===== src/rtl/game_pkg.sv =====
// game_pkg: shared battle-state encodings and menu constants for all phase blocks
package game_pkg;
  typedef enum logic [3:0] {
    IDLE   = 4'h0,
    MENU   = 4'h1,
    ATTACK = 4'h2,
    DIALOG = 4'h4,
    ENEMY  = 4'h8,
    WIN    = 4'hE,
    LOSE   = 4'hF
  } game_state_t;
  localparam logic [1:0] MENU_FIGHT = 2'd0;
endpackage


===== src/rtl/game_fsm_phase_watchdog.sv =====
// phase_watchdog: counts enabled cycles and flags the one on which TIMEOUT_CYCLES is reached
module phase_watchdog #(
  parameter logic [26:0] TIMEOUT_CYCLES = 27'd100_000_000
) (
  input  logic clk,
  input  logic rst,
  input  logic clear,
  input  logic enable,
  output logic expired
);
  logic [26:0] cnt_q, cnt_d;
  assign cnt_d = clear ? '0 : enable ? cnt_q + 27'd1 : cnt_q;
  assign expired = enable & ~clear & (cnt_q == TIMEOUT_CYCLES - 27'd1);
  always_ff @(posedge clk) begin
    if (rst) cnt_q <= '0;
    else cnt_q <= cnt_d;
  end
endmodule


===== src/rtl/game_fsm.sv =====
// game_fsm: battle sequencer owning state/turn; enemy watchdog enabled by GAME_FSM_WATCHDOG_EN
module game_fsm import game_pkg::*; #(
  parameter int          NUM_TURNS      = 8,
  parameter logic [26:0] TIMEOUT_CYCLES = 27'd100_000_000
) (
  input  logic       clk,
  input  logic       rst,
  input  logic       start_in,
  input  logic       confirm_in,
  input  logic [1:0] menu_sel_in,
  input  logic       attack_done_in,
  input  logic       enemy_hp_zero_in,
  input  logic       player_hp_zero_in,
  input  logic       enemy_busy_in,
  input  logic       enemy_finished_in,
  output logic [3:0] state_out,
  output logic [3:0] turn_out,
  output logic       phase_start_out,
  output logic       timeout_out
);
  localparam logic [3:0] S_IDLE   = IDLE;
  localparam logic [3:0] S_MENU   = MENU;
  localparam logic [3:0] S_ATTACK = ATTACK;
  localparam logic [3:0] S_DIALOG = DIALOG;
  localparam logic [3:0] S_ENEMY  = ENEMY;
  localparam logic [3:0] S_WIN    = WIN;
  localparam logic [3:0] S_LOSE   = LOSE;
  logic [3:0] state_q, state_d, turn_q, turn_d, turn_inc;
  logic seen_q, seen_d, ps_q, to_q, to_d;
  logic in_enemy, terminal, fin_ok, expired;
  assign in_enemy = state_q == S_ENEMY;
  assign terminal = (state_q == S_WIN) || (state_q == S_LOSE);
  // a finish counts only once this phase has shown busy, so stale pulses are dropped
  assign fin_ok = in_enemy & enemy_finished_in & (seen_q | enemy_busy_in);
  assign seen_d = in_enemy & (seen_q | enemy_busy_in);
  assign turn_inc = (turn_q == 4'(NUM_TURNS)) ? turn_q : turn_q + 4'd1;
  assign to_d = expired & ~fin_ok & ~player_hp_zero_in;
`ifdef GAME_FSM_WATCHDOG_EN
  phase_watchdog #(.TIMEOUT_CYCLES(TIMEOUT_CYCLES)) u_watchdog (
    .clk    (clk),
    .rst    (rst),
    .clear  (~in_enemy),
    .enable (in_enemy),
    .expired(expired)
  );
`else
  logic unused_timeout;
  assign unused_timeout = ^TIMEOUT_CYCLES;
  assign expired = 1'b0;
`endif
  always_comb begin
    state_d = state_q;
    turn_d = turn_q;
    if (!terminal && player_hp_zero_in) state_d = S_LOSE;
    else begin
      case (state_q)
        S_IDLE: if (start_in) begin
          state_d = S_MENU;
          turn_d = '0;
        end
        S_MENU: if (confirm_in) state_d = (menu_sel_in == MENU_FIGHT) ? S_ATTACK : S_DIALOG;
        S_ATTACK: if (attack_done_in) state_d = enemy_hp_zero_in ? S_WIN : S_ENEMY;
        S_DIALOG: if (confirm_in) state_d = S_ENEMY;
        S_ENEMY: if (fin_ok | expired) begin
          turn_d = turn_inc;
          state_d = (turn_inc == 4'(NUM_TURNS)) ? S_WIN : S_MENU;
        end
        S_WIN, S_LOSE: if (start_in) state_d = S_IDLE;
        default: ;
      endcase
    end
  end
  always_ff @(posedge clk) begin
    if (rst) begin
      state_q <= S_IDLE;
      turn_q <= '0;
      seen_q <= 1'b0;
      ps_q <= 1'b0;
      to_q <= 1'b0;
    end else begin
      state_q <= state_d;
      turn_q <= turn_d;
      seen_q <= seen_d;
      ps_q <= state_d != state_q;
      to_q <= to_d;
    end
  end
  assign state_out = state_q;
  assign turn_out = turn_q;
  assign phase_start_out = ps_q;
  assign timeout_out = to_q;
endmodule


===== config.mk =====
export PLATFORM = sky130hd
export DESIGN_NAME = game_fsm
export DESIGN_NICKNAME = d
export VERILOG_FILES = /design/src/rtl/game_pkg.sv /design/src/rtl/game_fsm_phase_watchdog.sv /design/src/rtl/game_fsm.sv
export SDC_FILE = /design/constraint.sdc
export NUM_CORES = 1
export LEC_CHECK = 0
export BUFFER_PORTS_ARGS = -buffer_cell sky130_fd_sc_hd__buf_2
export CORE_MARGIN = 1.5
export CORE_UTILIZATION = 49
export CTS_BUF_LIST = sky130_fd_sc_hd__clkbuf_8
export DETAILED_ROUTE_END_ITERATION = 8
export PLACE_DENSITY_LB_ADDON = 0.1
export SYNTH_ARGS = -nofsm -noshare
export SYNTH_HDL_FRONTEND = slang
export SYNTH_SLANG_ARGS = --single-unit
export TNS_END_PERCENT = 10

===== constraint.sdc =====
create_clock -name clk -period 1.9 [get_ports clk]
set_input_delay 0.095 -clock clk [delete_from_list [all_inputs] [get_ports clk]]
set_output_delay 0.095 -clock clk [all_outputs]
set_load 0.02 [all_outputs]

==> impl_results.md <==
- Congestion Overflow GR: 0
- Top post-synthesis cells by count: a21oi_1 (11), nand2_1 (11), dfxtp_1 (10), nor2_1 (8), inv_1 (7)
- CTS Hold Bufs: 0
- Bufs and invs on worst path: 0
- Clock-pin slew on the worst setup and hold paths: 0.05 ns
- Layout cells sized above 1: 40.0%
- #FFs+latches synth: 10
- Antenna viol nets, final: 0
- Fin Setup TNS: 0 ns
- Rows: 14
- Fill cells: 127
- Status: finished clean
- Post-synth ARST share: 0%
- Io pins: 21
- Total Routing Usage GR: 25.4%
- Largest net degree at the start of global routing: 14
- Post-synth top area cell: dfxtp_1
- Worst hold path type: in -> reg
- Routability congestion estimate: 0.979
- Crit-path max cell delay: 0.37 ns
- Mapped Avg Cell Area: roughly 7.4 um^2
- Max Clock Freq: 545 MHz
- Initial antenna violation count: 0
- Fin crit share: 96.6%
- Port-buffer cells: 19
- Nets: 159
- Final Critical Period: 1.84 ns
- Synth Flop Type: dfxtp_1
- Most used cell, CP: o211ai_1
- Cell variety after synth: 48
- Pwr Density: 655 nW/um^2
- CTS tree: yes
- Max-Cap Viols: 0
- Max-slew violation total from the final report: 0
- CTS sink cnt: 10
- EDFF count, synth: 0
- R2r setup slk: 0.06 ns
- Final HPWL DP: 1600 um
- DR pass1 iterations: 6
- Worst clock skew: 0.00178 ns
- Top post-synthesis cells by area: dfxtp_1 (24%), a21oi_1 (6.6%), nand2_1 (4.9%)
- Worst vdd rail ir drop: 0.481 mV
- Yosys warns: 0
- Clk_lat worst skew: 0.24 ns
- Final hold vios: 0
- Sequential area share after synthesis: between 20% and 30%
- Global-route wire length before repair: 3680 um
- Vias: 955
- Layout Area Growth over Synthesis: 35.2%
- Clock buffer count from CTS: 3
- CORE AREA: 1560 um^2
- DRC violation count after routing: 0
- DRT Wirelength: 2290 um
- Final core occ: 72.8%
- Vias in the first global route: 866
- Setup CP Type: reg -> reg
- Via/cell ratio: 5.93
- Req. time, crit path: 2.07 ns
- Final hold slack: 0.174 ns
- DR iter-0 viols: 26
- Setup crit end kind: flip-flop
- Chip width: 44.4 um
- Clock root buffer: clkbuf_8
- Synth top area share: between 20% and 30%
- Crit path launch type: flip-flop
- Delay-heaviest family, CP: compound AO/OA/AOI/OAI gates
- WP data arrival: around 2 ns
- Fin cells: around 160
- Leakage Power: 0.000463 uW
- Die Y: 44.4 um
- Wire per inst: about 14 um
- Antenna cell count: 0
- Placed Cells: 153
- Clock buffer depth: 2
- Slowest-stage cell, CP: dfxtp_4
- Mapped Nets: 127
- H-tree depth: 1
- Crit path max fanout: 6
- Cell Area, Synth: approximately 840 um^2
- Final setup vio count: 0
- Total Die Area: 1970 um^2
- Worst-path cell chain: ha_2 > nand2_1 > a21oi_2 > o211ai_1 > o211ai_1 > mux2_4 > a31oi_4
- Initial Utilization: 53.9%
- Post-Syn Instances: around 110
-- timing repair --
item	in CTS	in global routing
buffers inserted	2	2
endpoints found under the setup margin	1	1
pin swaps	3	6
gates resized for setup	4	12
-- registers in the layout (all words and copies together) (netlist names) --
| signal | count |
|---|---|
| state_out | 4 |
| turn_out | 4 |
| phase_start_out | 1 |
| seen_q | 1 |
-- stage by stage --
| step | worst slack [ns] | power [uW] | cell area (um^2) |
|---|---|---|---|
| 6_report | 0.0639 | 743 | 1130 |
| 5_1_grt | -0.0236 | 780 | 1130 |
| 4_1_cts | 0.00548 | 728 | 1080 |
| 3_5_place_dp | 0.00307 | 445 | 1000 |
| 3_3_place_gp | 0.0912 | 443 | 1000 |
| 2_1_floorplan | 0.00504 | 380 | 842 |
-- metal layers --
metal	vias to the layer above	part of all wire [%]	wire length, um	track usage, %
met5	-	0	0	0
met4	0	1.5	34	9.09
met3	5	5.6	129	5.31
met2	32	45	1030	41.8
met1	443	48	1100	32.8
li1	475	-	-	-
-- report_power, final --
part           total, uW  leakage (uW)  internal, uW  switching [uW]
registers            238     0.0000843           220            17.0
clock network        275     0.0000288           183            92.4
logic                230      0.000350           109             122
total                743      0.000463           512             231
-- cell families (layout without fill, tap and decap cells) --
| logic type | Yosys count | after routing | share of synthesized area (%) |
|---|---|---|---|
| compound gates | 35 | 35 | 28.6 |
| xor+xnor | 1 | 1 | 1.04 |
| fa+ha+maj | 2 | 2 | 2.98 |
| buf+inv | 16 | 47 | 9.09 |
| flops | 10 | 10 | 23.8 |
| mux | 3 | 3 | 4.32 |
| other cells | 1 | 1 | 0.447 |
| simple gates | 46 | 46 | 29.7 |
-- layout by cell type (no fill, tap or decap), types with 3 or more instances in the layout --
cell type	synthesis	layout
buf_2	4	19
buf_4	1	16
nand2_1	11	10
a21oi_1	11	10
nor2_1	8	7
nor3_1	6	6
dfxtp_1	10	6
inv_1	7	5
o211ai_1	4	4
nand2b_1	4	4
o21ai_0	5	4
clkbuf_8	0	4
inv_2	1	3
nand3_1	3	3
-- path summary, 6_finish.rpt --
check	cells past startpoint	endpoint	from
worst max-delay path	7	phase_start_out	turn_out[1]
worst min-delay path	2	turn_out[0]	rst
worst max register to register	7	phase_start_out	turn_out[1]
worst min register to register	2	turn_out[1]	turn_out[1]
-- area by class of cell --
type	instances	area [um^2]	share of cell area, %
Timing Repair Buffer	35	215	19.0
Tap cell	16	20.0	1.76
Sequential cell	10	210	18.5
Multi-Input combinational cell	88	604	53.3
Inverter	8	30.0	2.65
Clock buffer	4	55.1	4.85
Note: power is estimated with default switching activity, not from simulation.
